**config.mk**
```make
export PLATFORM = sky130hd
export DESIGN_NAME = conv0_seq_flat
export DESIGN_NICKNAME = d
export VERILOG_FILES = /design/src/rtl/layer_pkg.sv /design/src/rtl/conv0_seq_if.sv /design/src/rtl/conv0_win_addr.sv /design/src/rtl/conv0_seq.sv /design/src/flat_wrapper.sv
export SDC_FILE = /design/constraint.sdc
export NUM_CORES = 1
export LEC_CHECK = 0
export BUFFER_PORTS_ARGS = -buffer_cell sky130_fd_sc_hd__buf_2
export CORE_MARGIN = 2
export CORE_UTILIZATION = 51
export DETAILED_ROUTE_END_ITERATION = 16
export PLACE_DENSITY_LB_ADDON = 0.3
export REMOVE_ABC_BUFFERS = 1
export SLEW_MARGIN = 20
export SYNTH_ARGS = -nofsm -noshare
export SYNTH_HDL_FRONTEND = slang
export SYNTH_SLANG_ARGS = --single-unit
export TNS_END_PERCENT = 1
```
**constraint.sdc**
```tcl
create_clock -name clk -period 4.42 [get_ports clk]
set_clock_uncertainty 0.2 [all_clocks]
set_input_delay 0.221 -clock clk [delete_from_list [all_inputs] [get_ports clk]]
set_output_delay 0.221 -clock clk [all_outputs]
set_load 0.05 [all_outputs]
```
**src/rtl/layer_pkg.sv**
```systemverilog
// -----------------------------------------------------------------------------
// layer_pkg
// Shared definitions for the layer-0 frame sequencer and its address walker.
//
// Contents:
//   IMG_W, K, OUT_W   image width, kernel width and output width in pixels
//   TAPS, PX_TOTAL    taps per window and output pixels per frame
//   ADDR_W, PX_W      image buffer address width and pixel counter width
//   OFF_ROW_STEP      offset jump when the kernel column wraps to the next row
//   BASE_ROW_STEP     extra base jump when the window column wraps
//   conv0_state_t     sequencer FSM states
// -----------------------------------------------------------------------------
package layer_pkg;

  localparam int IMG_W    = 28;
  localparam int K        = 3;
  localparam int OUT_W    = IMG_W - K + 1;
  localparam int TAPS     = K * K;
  localparam int PX_TOTAL = OUT_W * OUT_W;
  localparam int ADDR_W   = 10;
  localparam int PX_W     = 10;

  // Moving from tap (dr, K-1) to tap (dr+1, 0) skips the rest of the image row.
  localparam int OFF_ROW_STEP  = IMG_W - K + 1;

  // Moving from window (row, OUT_W-1) to (row+1, 0) jumps past the last K-1
  // pixels of the row plus the usual single-column step.
  localparam int BASE_ROW_STEP = K;

  typedef enum logic [2:0] {
    ST_IDLE,
    ST_STRT,
    ST_FEED,
    ST_GAP,
    ST_WAIT_ACK,
    ST_DONE
  } conv0_state_t;

endpackage

```
**src/rtl/conv0_seq_if.sv**
```systemverilog
// -----------------------------------------------------------------------------
// conv0_seq_if
// Bundles the image-buffer read port and the layer-0 pixel interface that the
// frame sequencer drives.
//
// Signals:
//   img_addr      image buffer read address (data returns one cycle later)
//   img_bit       image pixel for the previous cycle's img_addr
//   conv_bsy      layer 0 busy, holds off the next pixel start
//   conv_strt     start one output pixel
//   conv_din      tap bit streamed to layer 0
//   conv_tx_done  one-cycle frame-end / flush pulse to layer 0
//
// Modports:
//   master  sequencer side
//   slave   image buffer + layer 0 side
// -----------------------------------------------------------------------------
interface conv0_seq_if;
  import layer_pkg::*;

  logic [ADDR_W-1:0] img_addr;
  logic              img_bit;
  logic              conv_bsy;
  logic              conv_strt;
  logic              conv_din;
  logic              conv_tx_done;

  modport master (
    output img_addr,
    input  img_bit,
    input  conv_bsy,
    output conv_strt,
    output conv_din,
    output conv_tx_done
  );

  modport slave (
    input  img_addr,
    output img_bit,
    output conv_bsy,
    input  conv_strt,
    input  conv_din,
    input  conv_tx_done
  );

endinterface

```
**src/rtl/conv0_win_addr.sv**
```systemverilog
// -----------------------------------------------------------------------------
// conv0_win_addr
// Walks the 3x3 window over the image and produces the tap read addresses
// without any multiplier: a per-window base and a per-tap offset are both
// advanced by small constant steps and summed for the output address.
//
// Ports:
//   clk, rst_n  clock and synchronous active-low reset
//   clr         return to window (0,0), tap 0
//   tap_inc     advance to the next tap of the current window
//   px_inc      advance to the next window (row-major)
//   img_addr    base + offset for the tap currently selected
//   last_tap    tap counter is one past the final tap (tap index TAPS)
//   last_px     current window is the bottom-right one
// -----------------------------------------------------------------------------
module conv0_win_addr
  import layer_pkg::*;
(
  input  logic              clk,
  input  logic              rst_n,
  input  logic              clr,
  input  logic              tap_inc,
  input  logic              px_inc,
  output logic [ADDR_W-1:0] img_addr,
  output logic              last_tap,
  output logic              last_px
);

  localparam logic [4:0]        POS_LAST  = 5'(OUT_W - 1);
  localparam logic [1:0]        DC_LAST   = 2'(K - 1);
  localparam logic [3:0]        TAP_END   = 4'(TAPS);
  localparam logic [ADDR_W-1:0] OFF_STEP  = ADDR_W'(OFF_ROW_STEP);
  localparam logic [ADDR_W-1:0] BASE_STEP = ADDR_W'(BASE_ROW_STEP);
  localparam logic [ADDR_W-1:0] ONE       = ADDR_W'(1);

  logic [4:0]        row;
  logic [4:0]        col;
  logic [3:0]        tap;
  logic [1:0]        dc;
  logic [ADDR_W-1:0] base;
  logic [ADDR_W-1:0] offset;

  // Tap walker: the counter runs 0..TAPS so that the sequencer can present
  // tap t+1 while tap t's data is returning; the extra step at TAPS is the
  // final FEED cycle and simply rewinds the offset for the next window.
  // Window walker: base tracks row*IMG_W + col, stepping one column at a time
  // and jumping to the next image row when the column wraps.
  always_ff @(posedge clk) begin
    if (!rst_n || clr) begin
      row    <= '0;
      col    <= '0;
      tap    <= '0;
      dc     <= '0;
      base   <= '0;
      offset <= '0;
    end else begin
      if (tap_inc) begin
        if (last_tap) begin
          tap    <= '0;
          dc     <= '0;
          offset <= '0;
        end else begin
          tap <= tap + 4'd1;
          if (dc == DC_LAST) begin
            dc     <= '0;
            offset <= offset + OFF_STEP;
          end else begin
            dc     <= dc + 2'd1;
            offset <= offset + ONE;
          end
        end
      end
      if (px_inc) begin
        if (col == POS_LAST) begin
          col <= '0;
          if (row == POS_LAST) begin
            row  <= '0;
            base <= '0;
          end else begin
            row  <= row + 5'd1;
            base <= base + BASE_STEP;
          end
        end else begin
          col  <= col + 5'd1;
          base <= base + ONE;
        end
      end
    end
  end

  // The largest real tap address is 783, so the sum never wraps in 10 bits.
  assign img_addr = base + offset;
  assign last_tap = (tap == TAP_END);
  assign last_px  = (row == POS_LAST) && (col == POS_LAST);

endmodule

```
**src/rtl/conv0_seq.sv**
```systemverilog
// -----------------------------------------------------------------------------
// conv0_seq
// Frame sequencer for convolution layer 0. For each of the 26x26 output
// pixels it issues conv_strt, streams the nine window taps from the image
// buffer into layer 0, then leaves one gap cycle for the layer's write. After
// the last pixel it waits for the pooling stage to acknowledge the frame and
// closes it with a conv_tx_done / frm_done pulse. abort closes a frame early.
//
// Ports:
//   clk, rst_n   clock and synchronous active-low reset
//   frm_start    pulse: image buffer holds a complete frame (IDLE only)
//   frm_ack      pulse: downstream consumed the frame (WAIT_ACK only)
//   abort        pulse: drop the current frame (any active state)
//   bus          image buffer read port and layer-0 interface (master side)
//   frm_busy     high from frame accept until the closing DONE cycle
//   frm_done     one-cycle pulse in the closing DONE cycle
//   px_cnt       output pixels issued in the current frame
// -----------------------------------------------------------------------------
module conv0_seq
  import layer_pkg::*;
(
  input  logic              clk,
  input  logic              rst_n,
  input  logic              frm_start,
  input  logic              frm_ack,
  input  logic              abort,
  conv0_seq_if.master       bus,
  output logic              frm_busy,
  output logic              frm_done,
  output logic [PX_W-1:0]   px_cnt
);

  conv0_state_t state;
  conv0_state_t state_nxt;

  logic clr;
  logic tap_inc;
  logic px_inc;
  logic last_tap;
  logic last_px;
  logic strt_c;
  logic tx_done_c;
  logic px_clr;

  conv0_win_addr u_win_addr (
    .clk      (clk),
    .rst_n    (rst_n),
    .clr      (clr),
    .tap_inc  (tap_inc),
    .px_inc   (px_inc),
    .img_addr (bus.img_addr),
    .last_tap (last_tap),
    .last_px  (last_px)
  );

  // State register. Layer 0 shares this reset, so a reset simply drops back
  // to IDLE without any flush pulse.
  always_ff @(posedge clk) begin
    if (!rst_n) begin
      state <= ST_IDLE;
    end else begin
      state <= state_nxt;
    end
  end

  // Next-state and per-cycle controls. abort takes priority everywhere except
  // IDLE (nothing to drop) and DONE (already closing). While aborting, the
  // address walker and pixel counter are frozen so nothing half-advances.
  always_comb begin
    state_nxt = state;
    clr       = 1'b0;
    tap_inc   = 1'b0;
    px_inc    = 1'b0;
    strt_c    = 1'b0;
    tx_done_c = 1'b0;
    px_clr    = 1'b0;
    unique case (state)
      ST_IDLE: begin
        clr = 1'b1;
        if (frm_start) begin
          px_clr    = 1'b1;
          state_nxt = ST_STRT;
        end
      end
      ST_STRT: begin
        if (abort) begin
          state_nxt = ST_DONE;
        end else if (!bus.conv_bsy) begin
          strt_c    = 1'b1;
          tap_inc   = 1'b1;
          state_nxt = ST_FEED;
        end
      end
      ST_FEED: begin
        if (abort) begin
          state_nxt = ST_DONE;
        end else begin
          tap_inc = 1'b1;
          if (last_tap) begin
            state_nxt = ST_GAP;
          end
        end
      end
      ST_GAP: begin
        if (abort) begin
          state_nxt = ST_DONE;
        end else begin
          px_inc    = 1'b1;
          state_nxt = last_px ? ST_WAIT_ACK : ST_STRT;
        end
      end
      ST_WAIT_ACK: begin
        if (abort || frm_ack) begin
          state_nxt = ST_DONE;
        end
      end
      ST_DONE: begin
        clr       = 1'b1;
        tx_done_c = 1'b1;
        state_nxt = ST_IDLE;
      end
      default: begin
        state_nxt = ST_IDLE;
      end
    endcase
  end

  // Pixel counter: cleared on frame accept, bumped once per completed pixel
  // in GAP, and otherwise held so the final count stays visible after DONE.
  always_ff @(posedge clk) begin
    if (!rst_n || px_clr) begin
      px_cnt <= '0;
    end else if (px_inc) begin
      px_cnt <= px_cnt + PX_W'(1);
    end
  end

  // The tap bit returned from the buffer is forwarded only while feeding.
  assign bus.conv_din     = (state == ST_FEED) ? bus.img_bit : 1'b0;
  assign bus.conv_strt    = strt_c;
  assign bus.conv_tx_done = tx_done_c;
  assign frm_done         = tx_done_c;
  assign frm_busy         = (state != ST_IDLE) && (state != ST_DONE);

endmodule

```
**src/flat_wrapper.sv**
```systemverilog
// flat-port wrapper written by rule: the top's interface ports become plain ports
module conv0_seq_flat import layer_pkg::*;
  (clk, rst_n, frm_start, frm_ack, abort, frm_busy, frm_done, px_cnt, bus_img_addr, bus_img_bit, bus_conv_bsy, bus_conv_strt, bus_conv_din, bus_conv_tx_done);
  conv0_seq_if bus_i ();
  input  logic clk;
  input  logic rst_n;
  input  logic frm_start;
  input  logic frm_ack;
  input  logic abort;
  output logic frm_busy;
  output logic frm_done;
  output logic [PX_W-1:0] px_cnt;
  output wire logic [$bits(bus_i.img_addr)-1:0] bus_img_addr;
  input wire logic [$bits(bus_i.img_bit)-1:0] bus_img_bit;
  input wire logic [$bits(bus_i.conv_bsy)-1:0] bus_conv_bsy;
  output wire logic [$bits(bus_i.conv_strt)-1:0] bus_conv_strt;
  output wire logic [$bits(bus_i.conv_din)-1:0] bus_conv_din;
  output wire logic [$bits(bus_i.conv_tx_done)-1:0] bus_conv_tx_done;
  assign bus_img_addr = bus_i.img_addr;
  assign bus_i.img_bit = bus_img_bit;
  assign bus_i.conv_bsy = bus_conv_bsy;
  assign bus_conv_strt = bus_i.conv_strt;
  assign bus_conv_din = bus_i.conv_din;
  assign bus_conv_tx_done = bus_i.conv_tx_done;
  conv0_seq u_core (.clk(clk), .rst_n(rst_n), .frm_start(frm_start), .frm_ack(frm_ack), .abort(abort), .bus(bus_i), .frm_busy(frm_busy), .frm_done(frm_done), .px_cnt(px_cnt));
endmodule
```
# After elaboration in Yosys (flattened, before gate mapping)
# Index checks and enable logic that the tools add are counted.
[word_totals] ff_bits=49 in_bits=7 elab_cells=72
[classes] addsub=10 eq_ne=14 mux=29 reduce_logical=11
[op_table] cell="2-to-1 mux 10 bit" n=4
[op_table] cell="adder 10 x 1 -> 10 bit (second input constant)" n=3
[op_table] cell="2-to-1 mux 3 bit" n=8
[op_table] cell="case mux 3 bit (5 select lines)" n=1
[op_table] cell="adder 10 bit" n=1
[op_table] cell="adder 10 x 2 -> 10 bit (second input constant)" n=1
[op_table] cell="adder 10 x 5 -> 10 bit (second input constant)" n=1
[op_table] cell="adder 5 x 1 -> 5 bit (second input constant)" n=2
[op_table] cell="== test 5 bit (second input constant)" n=2
[op_table] cell="2-to-1 mux 1 bit" n=10
[op_table] cell="2-to-1 mux 5 bit" n=2
[op_table] cell="== test 3 x 2 -> 1 bit (second input constant)" n=2
[op_table] cell="== test 3 bit (second input constant)" n=2
[op_table] cell="!= test 3 bit (second input constant)" n=2
[op_table] cell="adder 4 x 1 -> 4 bit (second input constant)" n=1
[op_table] cell="== test 4 bit (second input constant)" n=1
[op_table] cell="2-to-1 mux 2 bit" n=2
[op_table] cell="2-to-1 mux 4 bit" n=1
[op_table] cell="AND reduction 4 bit" n=1
[op_table] cell="== test 3 x 1 -> 1 bit (second input constant)" n=1
[op_table] cell="zero test 3 bit" n=1
[op_table] cell="logical OR 1 bit" n=3
[op_table] cell="!= test 3 x 2 -> 1 bit (second input constant)" n=1
[op_table] cell="nonzero test 3 bit" n=1
[op_table] cell="other kinds (9)" n=10

# Longest topological paths before layout
# Gate-level depths: netlist of run 1.
[depth] depth_word=5 mapped_depth=9 ltp_nobuf=8

# Modules after synthesis
# Synthesis of run 1 repeated with hierarchy kept, for this count alone.
[hier_totals] hier_cells=367 hier_area_um2=3062.9
[by_module_without_submodules] mod="conv0_win_addr" instances=1 cells_each=275 area_per_inst_um2=2307.2 seq_area_each_um2=720.7
[by_module_without_submodules] mod="conv0_seq" instances=1 cells_each=92 area_per_inst_um2=755.7 seq_area_each_um2=260.2

# Worst setup path after synthesis of run 1
# No wires, ideal clock.
[synth_timing] path_kind="flip-flop to output port" startpoint="reg u_core.u_win_addr.base[0]" endpoint="out bus_img_addr[8]" arrival_ns=2.263 path_slack_ns=1.736 stages_incl_launch_ff=9 n_path_buf=0 path_cell_list="dfxtp_1 -> ha_1 -> inv_1 -> fa_1 -> inv_1 -> a21o_1 -> a41o_1 -> o41ai_1 -> xnor2_1"
[synth_between] elab_chain_cells=1
[synth_lines] item="from (decl)" line_no="conv0_win_addr.sv:40" rtl="logic [ADDR_W-1:0] base;"
[synth_lines] item="from (signal assigned)" line_no="conv0_win_addr.sv:81" rtl="base <= base + BASE_STEP;"
[synth_lines] item="from (signal assigned)" line_no="conv0_win_addr.sv:85" rtl="base <= base + ONE;"
[synth_lines] item="adder 10 bit" line_no="conv0_win_addr.sv:92" rtl="assign img_addr = base + offset;"
[synth_lines] item="to (decl)" line_no="flat_wrapper.sv:13" rtl="output wire logic [$bits(bus_i.img_addr)-1:0] bus_img_addr;"
# Every way passes these cells.

# Worst setup path in the final report of run 1
[layout_timing] startpoint="reg u_core.u_win_addr.base[4]" endpoint="out bus_img_addr[9]"
# Same word-level chain as after synthesis.

==> results of run 1 <==
==> area by class of cell <==
type                            count  area share
Tap cell                           72      0.0279
Clock buffer                        5      0.0213
Timing Repair Buffer               31      0.0481
Multi-Input combinational cell    273       0.556
Sequential cell                    49       0.304
Clock inverter                      3      0.0202
Inverter                           19      0.0221
==> critical path, stage by stage (launching register included) <==
cell	delay, ns
dfxtp_1	0.46
ha_1	0.33
and3_1	0.21
a2111oi_2	0.49
o21ai_0	0.17
a21oi_1	0.20
xnor2_1	0.13
buf_2	0.27
==> sequential cells by signal (all words and copies together) (netlist names) <==
name                      count
u_core.px_cnt                10
u_core.state                  3
u_core.u_win_addr.col         5
u_core.u_win_addr.offset     10
u_core.u_win_addr.base       10
u_core.u_win_addr.tap         4
u_core.u_win_addr.row         5
u_core.u_win_addr.dc          2
==> layer usage <==
metal / GRT usage / share of wire / up-vias
met3: 0.0373 / 0.052 / 8
met5: 0 / 0 / -
met2: 0.355 / 0.47 / 76
met4: 0.0621 / 0.013 / 0
li1: - / - / 1306
met1: 0.282 / 0.47 / 1177
==> power breakdown <==
part           internal (uW)  switching (uW)
registers                444            7.02
logic                   18.6            48.7
clock network            225             154
==> logic make-up (layout without fill, tap and decap cells) <==
family | after synthesis | after routing | synth area share
simple gates | 142 | 142 | 0.247
compound gates | 71 | 71 | 0.159
flops | 49 | 49 | 0.336
xor+xnor | 38 | 38 | 0.114
buf+inv | 35 | 58 | 0.0501
fa+ha+maj | 20 | 20 | 0.0874
mux | 2 | 2 | 0.00686
==> cell usage after synthesis (all sizes together), types with 2 or more instances <==
master,number
nand2b,3
ha,18
nor2b,4
nor4,2
a21oi,24
xor2,18
clkbuf,10
or4,2
dfxtp,49
and4b,2
o2111ai,2
buf,6
o21ai,14
and2,3
xnor2,20
or3,2
o21a,3
nor2,50
nor3,10
inv,19
mux2i,2
and4bb,2
nand4,11
nand2,21
nor3b,3
a211oi,7
and3,9
nand3,13
a21o,4
o211ai,4
==> how the worst max path moves through the flow <==
stage               slack [ns]               to                   startpoint  cells past startpoint
floorplan                 1.74  bus_img_addr[8]    u_core.u_win_addr.base[0]                      8
global placement          1.86  bus_img_addr[9]    u_core.u_win_addr.base[2]                      7
detailed placement        1.78  bus_img_addr[8]    u_core.u_win_addr.base[4]                      7
CTS                       1.42  bus_img_addr[8]    u_core.u_win_addr.base[0]                      9
global route              1.24  bus_img_addr[9]  u_core.u_win_addr.offset[2]                      7
finish                    1.43  bus_img_addr[9]    u_core.u_win_addr.base[4]                      7
==> per-stage QoR <==
step / hold WS, ns / std cells
2_1_floorplan: 0.139 / 341
3_3_place_gp: 0.288 / 444
3_5_place_dp: 0.293 / 444
4_1_cts: 0.00467 / 452
5_1_grt: 0.0237 / 452
6_report: 0.0129 / 452
==> impl_metrics.env, run 1 <==
export IMPL_p_per_area_mw_per_mm2=278
export IMPL_slew_headroom=0.400
export IMPL_fillers=510
export IMPL_antenna_left=0
export IMPL_finalSetupViolations=0
export IMPL_clock_sinks=49
export IMPL_synth_async_sr_flop_share=0
export IMPL_hold_depth=2
export IMPL_finalCritPeriodShare=0.675
export IMPL_worstPathRequired_ns=4.00
export IMPL_grt_pass1_wl_um=10800
export IMPL_dieArea_mm2=0.00635
export IMPL_min_delay_start="rst_n"
export IMPL_first_global_vias=2335
export IMPL_globalRouteOverflowTotal=0
export IMPL_htree_levels=2
export IMPL_clk_latency_ns=0.31
export IMPL_reg2reg_from="u_core.state[1]"
export IMPL_viasPerCell=5.68
export IMPL_multi_input_area_mm2=0.00179
export IMPL_fin_setup_tns_ns=0
export IMPL_layout_commonest_cell="nor2_1"
export IMPL_startpoint_type="register"
export IMPL_ys_warn_count=0
export IMPL_synth_area_leader_cell="dfxtp_1"
export IMPL_cts_tree="yes"
export IMPL_worst_pin_slew_ns=0.895
export IMPL_worstPathArrival_ns=2.56
export IMPL_die_h_um=79.7
export IMPL_synth_area_mm2=0.00292
export IMPL_timing_final_crit_period_ns=2.99
export IMPL_synth_edf_count=0
export IMPL_drtIter0Drc=147
export IMPL_core_rowCount=27
export IMPL_r2r_cells=5
export IMPL_ir_worst_vdd_mv=0.162
export IMPL_place_congestion=0.845
export IMPL_yosys_area_top_type_share=0.336
export IMPL_most_common_layout_cells="nor2_1, dfxtp_1, buf_2, a21oi_1, nand2_1"
export IMPL_die_w_um=79.7
export IMPL_hold_path_class="primary input to register"
export IMPL_syn_to_final_growth_pct=10.4
export IMPL_worstHoldEndpoint="u_core.state[0]"
export IMPL_rsz0062_at_grt="no"
export IMPL_first_pass_iters=5
export IMPL_syn_instance_count=357
export IMPL_via_count=2567
export IMPL_maxCapViolCount=0
export IMPL_path_clk_slew_ns=0.09
export IMPL_grt_max_degree=19
export IMPL_cts_root_buf="clkbuf_8"
export IMPL_setup_ws_ns=1.43
export IMPL_timing_hold_violations_final=0
export IMPL_finalMaxSlewViolations=0
export IMPL_synthFlopType="dfxtp_1"
export IMPL_nets=405
export IMPL_antenna_cells=0
export IMPL_place_area_mm2=0.00309
export IMPL_netlist_top_cells_area="dfxtp_1, ha_1, nor2_1"
export IMPL_grt_use_total=0.213
export IMPL_cts_made_buffers=5
export IMPL_drive_above_1_share=0.111
export IMPL_clock_fmax_ghz=0.335
export IMPL_wl_per_cell_um=14.0
export IMPL_endpoint_kind="output port"
export IMPL_start_util=0.530
export IMPL_rrSetupSlack_ns=1.87
export IMPL_leakagePower_uw=0.00129
export IMPL_clockBufferDepth=2
export IMPL_cts_resized=0
export IMPL_drc=0
export IMPL_core_mm2=0.00551
export IMPL_register_area_um2=981
export IMPL_portBuffers=31
export IMPL_fin_util=0.586
export IMPL_path_class="register to output port"
export IMPL_antenna_found_initial=0
export IMPL_synth_distinct_cells=53
export IMPL_place_ws_ns=1.78
export IMPL_hold_buffers=0
export IMPL_power_total_uw=897
export IMPL_place_detailed_hpwl_um=4630
export IMPL_num_io_pins=32
export IMPL_post_cts_setup_buffers=0
export IMPL_ys_seq_elements=49
export IMPL_status="complete, no violations"
export IMPL_crit_fanout=7
export IMPL_r2r_end="u_core.u_win_addr.base[7]"
export IMPL_fin_area_mm2=0.00322
export IMPL_wl_um=6310
export IMPL_syn_mean_instance_area_um2=8.18
export IMPL_ys_seq_area_frac=0.336
No activity file was read; power rests on OpenSTA's default activity.
==> run 2: changes to the inputs <==
==> constraint.sdc (replaced) <==
create_clock -name clk -period 2.9 [get_ports clk]
set_clock_uncertainty 0.2 [all_clocks]
set_input_delay 0.145 -clock clk [delete_from_list [all_inputs] [get_ports clk]]
set_output_delay 0.145 -clock clk [all_outputs]
set_load 0.05 [all_outputs]
==> run 2 against run 1 <==
Net effect: core utilization rose by 0.93 points; register-to-register slack got worse by 1.3 ns; combinational power rose by 57%; first-iteration DRC count fell by 2.0%; power rose by 53%; final cell count rose by 0.66%; clock power rose by 52%; via count rose by 1.7%; sequential cell count did not move.
==> impl_metrics.env, run 2 (synthesis gave the netlist of run 1 again) <==
export IMPL_status="complete, no violations"
export IMPL_cts_tree="yes"
export IMPL_clock_sinks=49
export IMPL_seqPwrFrac=0.502
export IMPL_worstPathArrival_ns=2.44
export IMPL_slowest_stage="dfxtp_1"
export IMPL_cts_root_buf="clkbuf_8"
export IMPL_clk_latency_ns=0.30
export IMPL_path_clk_slew_ns=0.09
export IMPL_maxCapViolCount=0
export IMPL_core_mm2=0.00551
export IMPL_drc=0
export IMPL_fin_util=0.595
export IMPL_cpPeakStageDelay_ns=0.45
export IMPL_start_util=0.530
export IMPL_fin_cells=455
export IMPL_startpoint_type="register"
export IMPL_clock_fmax_ghz=0.359
export IMPL_htree_levels=2
export IMPL_finalCritPeriodShare=0.961
export IMPL_place_detailed_hpwl_um=4730
export IMPL_slew_headroom=0.378
export IMPL_syn_to_final_growth_pct=12.2
export IMPL_worstPathRequired_ns=2.56
export IMPL_cts_made_buffers=5
export IMPL_dieArea_mm2=0.00635
export IMPL_antenna_left=0
export IMPL_first_pass_iters=4
export IMPL_dp_cells=446
export IMPL_wl_per_cell_um=14.2
export IMPL_num_io_pins=32
export IMPL_worst_pin_slew_ns=0.927
export IMPL_min_delay_start="frm_ack"
export IMPL_drtIter0Drc=144
export IMPL_internal_power_uw=1050
export IMPL_timing_final_crit_period_ns=2.79
export IMPL_die_h_um=79.7
export IMPL_reg2reg_from="u_core.state[0]"
export IMPL_pwr_share_clk=0.421
export IMPL_fillers=483
export IMPL_p_sw_uw=321
export IMPL_clockBufferDepth=2
export IMPL_grt_pass1_wl_um=11100
export IMPL_via_count=2611
export IMPL_cp_cell_sequence="ha_1, and3_1, a2111oi_4, o21ai_0, a21oi_1, xnor2_1, clkbuf_4"
export IMPL_setup_ws_ns=0.112
export IMPL_leakagePower_uw=0.00132
export IMPL_nets=408
export IMPL_first_global_vias=2373
export IMPL_place_congestion=0.825
export IMPL_place_ws_ns=0.363
export IMPL_wl_um=6460
export IMPL_reg_largest_list="u_core.px_cnt: 10 flops, u_core.u_win_addr.base: 10 flops, u_core.u_win_addr.offset: 10 flops"
export IMPL_viasPerCell=5.74
export IMPL_most_common_layout_cells="nor2_1, dfxtp_1, buf_2, a21oi_1, nand2_1"
export IMPL_grt_use_total=0.217
export IMPL_antenna_found_initial=0
export IMPL_core_rowCount=27
export IMPL_finalMaxSlewViolations=0
export IMPL_post_cts_setup_buffers=0
export IMPL_swShare=0.234
export IMPL_p_per_area_mw_per_mm2=419
export IMPL_globalRouteOverflowTotal=0
export IMPL_ir_worst_vdd_mv=0.289
export IMPL_timing_hold_violations_final=0
export IMPL_grt_max_degree=18
export IMPL_drive_above_1_share=0.125
export IMPL_path_class="register to output port"
export IMPL_antenna_cells=0
export IMPL_crit_fanout=7
export IMPL_hold_path_class="primary input to register"
export IMPL_die_w_um=79.7
export IMPL_power_frac_comb=0.077
export IMPL_finalSetupViolations=0
export IMPL_portBuffers=31
export IMPL_layout_commonest_cell="nor2_1"
export IMPL_endpoint_kind="output port"
export IMPL_crit_path_start="u_core.u_win_addr.base[4]"
## run 2: path summary, 6_finish.rpt
kind / to / slack, ns / cells after the start
worst min-delay path: u_core.state[2] / 0.04 / 4
worst max register to register: u_core.u_win_addr.offset[1] / 0.53 / 5
worst max-delay path: bus_img_addr[9] / 0.11 / 7
worst min register to register: u_core.px_cnt[1] / 0.30 / 2
## run 2: power groups by stage
stage / Sequential (uW) / Combinational (uW) / Clock (uW)
5_1_grt: 690 / 114 / 606
6_report: 688 / 106 / 577
3_3_place_gp: 703 / 104 / 0
4_1_cts: 688 / 107 / 583
2_1_floorplan: 701 / 72.3 / 0
3_5_place_dp: 704 / 105 / 0
## run 2: final cells by class
class / count / area, um2 / area share
multi-input combinational: 273 / 1810 / 0.553
timing repair buffer: 34 / 183 / 0.0558
clock buffer: 5 / 68.8 / 0.0210
tap: 72 / 90.1 / 0.0275
clock inverter: 3 / 65.1 / 0.0199
inverter: 19 / 71.3 / 0.0218
sequential: 49 / 985 / 0.301
## run 2: metal layers
metal / vias to the layer above / routed length, um / part of all wire / global-route usage
li1: 1304 / - / - / -
met1: 1249 / 2990 / 0.46 / 0.291
met2: 53 / 3170 / 0.49 / 0.366
met3: 5 / 249 / 0.039 / 0.0260
met4: 0 / 53 / 0.0082 / 0.0621
met5: - / 0 / 0 / 0
## run 2: worst max-delay path, delay by kind of cell (launching register included)
family                     cells  cell delay (ns)
buffers and inverters          1             0.24
DFF                            1             0.45
AOI/OAI and AO/OA              3             0.77
adders and majority gates      1             0.32
xor gates and xnor gates       1             0.13
and+or+nand+nor                1             0.22
## run 2: per-stage QoR
step	hold WS, ns	instance area (um2)	TNS [ns]	total power (uW)
after detailed placement	0.256	3110	0	808
after floorplan	0.0625	2850	0	773
final	0.0371	3280	0	1370
after global placement	0.255	3110	0	807
after global routing	0.0633	3280	-0.0113	1410
after CTS	0.0345	3250	0	1380
## run 2: what timing repair did
item                                   CTS  global route
endpoints found under the hold margin    3             0
hold buffers                             1             0
gates resized for setup                  0             6
setup endpoints to repair                0             3
==> run 3: changes to the inputs <==
--- a/config.mk
+++ b/config.mk
@@ -5,9 +5,12 @@
 export SDC_FILE = /design/constraint.sdc
 export NUM_CORES = 1
 export LEC_CHECK = 0
+export ABC_CLOCK_PERIOD_IN_PS = 2900
 export BUFFER_PORTS_ARGS = -buffer_cell sky130_fd_sc_hd__buf_2
+export CELL_PAD_IN_SITES_DETAIL_PLACEMENT = 1
+export CELL_PAD_IN_SITES_GLOBAL_PLACEMENT = 1
 export CORE_MARGIN = 2
-export CORE_UTILIZATION = 51
+export CORE_UTILIZATION = 44
 export DETAILED_ROUTE_END_ITERATION = 16
 export PLACE_DENSITY_LB_ADDON = 0.3
 export REMOVE_ABC_BUFFERS = 1
==> constraint.sdc (replaced) <==
create_clock -name clk -period 2.9 [get_ports clk]
set_clock_uncertainty 0.2 [all_clocks]
set_input_delay 0.58 -clock clk [delete_from_list [all_inputs] [get_ports clk]]
set_output_delay 0.58 -clock clk [all_outputs]
set_load 0.05 [all_outputs]
==> run 3 against run 2 <==
Net effect: the flow now finishes with violations (negative setup slack); clock power decreased by 22%; global-route usage increased by 0.17 points; critical path depth is the same; final cell count rose by 4.4%; largest power group unchanged.
==> impl_metrics.env, run 3 (synthesis gave the netlist of run 1 again) <==
export IMPL_clk_latency_ns=0.31
export IMPL_clock_fmax_ghz=0.340
export IMPL_start_util=0.457
export IMPL_grt_use_met3=0.0331
export IMPL_place_detailed_hpwl_um=5620
export IMPL_reg_largest_list="u_core.px_cnt: 10 flops, u_core.u_win_addr.base: 10 flops, u_core.u_win_addr.offset: 10 flops"
export IMPL_met2_usage=0.384
export IMPL_antenna_cells=0
export IMPL_grt_max_degree=19
export IMPL_first_global_vias=2701
export IMPL_path_class="register to output port"
export IMPL_place_ws_ns=0.0245
export IMPL_timing_final_crit_period_ns=2.94
export IMPL_p_per_area_mw_per_mm2=363
export IMPL_globalRouteOverflowTotal=0
export IMPL_portBuffers=31
export IMPL_worst_pin_slew_ns=0.985
export IMPL_setup_ws_ns=-0.0439
export IMPL_drtIter0Drc=79
export IMPL_finalSetupViolations=3
export IMPL_place_congestion=0.927
export IMPL_grt_most_used_layer="met2"
export IMPL_finalCritPeriodShare=1.02
export IMPL_htree_levels=2
export IMPL_startpoint_type="register"
export IMPL_antenna_found_initial=0
export IMPL_cts_made_buffers=5
export IMPL_leakagePower_uw=0.00137
export IMPL_use_met1=0.272
export IMPL_grt_use_total=0.218
export IMPL_rrSetupSlack_ns=0.56
export IMPL_rsz0062_at_grt="yes"
export IMPL_clock_sinks=49
export IMPL_fin_setup_tns_ns=-0.0984
export IMPL_ir_worst_vdd_mv=0.254
export IMPL_viasPerCell=5.65
export IMPL_core_rowCount=29
export IMPL_die_h_um=85.5
export IMPL_path_clk_slew_ns=0.11
export IMPL_syn_to_final_growth_pct=17.2
export IMPL_dieArea_mm2=0.00731
export IMPL_drive_above_1_share=0.188
export IMPL_core_mm2=0.00639
export IMPL_first_pass_iters=4
export IMPL_layout_commonest_cell="nor2_1"
export IMPL_violations="negative setup slack"
export IMPL_nets=423
export IMPL_timing_hold_ws_ns=0.312
export IMPL_drc=0
export IMPL_finalMaxSlewViolations=0
export IMPL_die_w_um=85.5
export IMPL_cts_tree="yes"
export IMPL_hold_buffers=0
export IMPL_timing_hold_violations_final=0
export IMPL_slew_headroom=0.339
export IMPL_antenna_left=0
export IMPL_grt_pass1_wl_um=12900
export IMPL_wl_um=7580
export IMPL_num_io_pins=32
export IMPL_hold_path_class="register to register"
export IMPL_worstPathArrival_ns=2.16
export IMPL_crit_fanout=5
export IMPL_status="finished, violations left"
export IMPL_cts_root_buf="clkbuf_8"
export IMPL_worstPathRequired_ns=2.12
export IMPL_maxCapViolCount=0
export IMPL_wl_per_cell_um=16.0
export IMPL_endpoint_kind="output port"
export IMPL_via_count=2686
export IMPL_fillers=787
export IMPL_clockBufferDepth=2
export IMPL_most_common_layout_cells="nor2_1, dfxtp_1, buf_2, buf_4, a21oi_1"
==> run 3: cell types whose count changed in the layout (fill, tap and decap cells not counted), sizes merged <==
cell,delta
inv,+2
bufinv,-2
buf,+17
dlygate4sd3,-1
clkbuf,-1
==> run 3: repair_timing <==
item	CTS	global route
setup endpoints to repair	5	5
resized for setup	19	8
pin swaps	11	4
endpoints found under the hold margin	0	0
buffers inserted	3	0
==> run 3: where the power goes <==
| group | internal [uW] | switching, uW |
|---|---|---|
| combinational | 31.2 | 76.5 |
| sequential | 675 | 10.6 |
| clock | 181 | 267 |
==> run 3: layout make-up <==
class	instances	area (um2)	area share
clock buffers	5	68.8	0.0201
inverters	19	71.3	0.0208
flip-flops and latches	49	993	0.290
repair buffers	49	303	0.0885
multi-input cells	273	1860	0.544
clock inverters	3	28.8	0.00841
well taps	77	96.3	0.0282
==> run 3: worst max-delay path, cell delays in order, from the launching register on <==
cell and delay (ns):
dfxtp_2 0.36, ha_4 0.26, and2_1 0.20, o21a_1 0.17
a41o_1 0.24, o41ai_2 0.25, xnor2_1 0.16, buf_4 0.21
==> run 3: per-layer routing <==
metal	vias up	share of wire
met5	-	0
met4	0	0.020
li1	1336	-
met1	1275	0.46
met3	13	0.043
met2	62	0.47
==> run 3: path summary, 6_finish.rpt <==
path	to	start	cells after the start
min	u_core.px_cnt[1]	u_core.px_cnt[1]	2
min reg2reg	u_core.px_cnt[1]	u_core.px_cnt[1]	2
max reg2reg	u_core.u_win_addr.offset[1]	u_core.state[0]	5
max	bus_img_addr[8]	u_core.u_win_addr.base[4]	7
==> run 3: per-stage QoR <==
step                utilization  area, um2  total power (uW)  std cells
detailed placement        0.503       3210               811        464
floorplan                     -       2850               773        341
finish                    0.536       3420              1240        475
global placement          0.503       3210               810        464
global route              0.536       3420              1290        475
CTS                       0.534       3410              1250        475
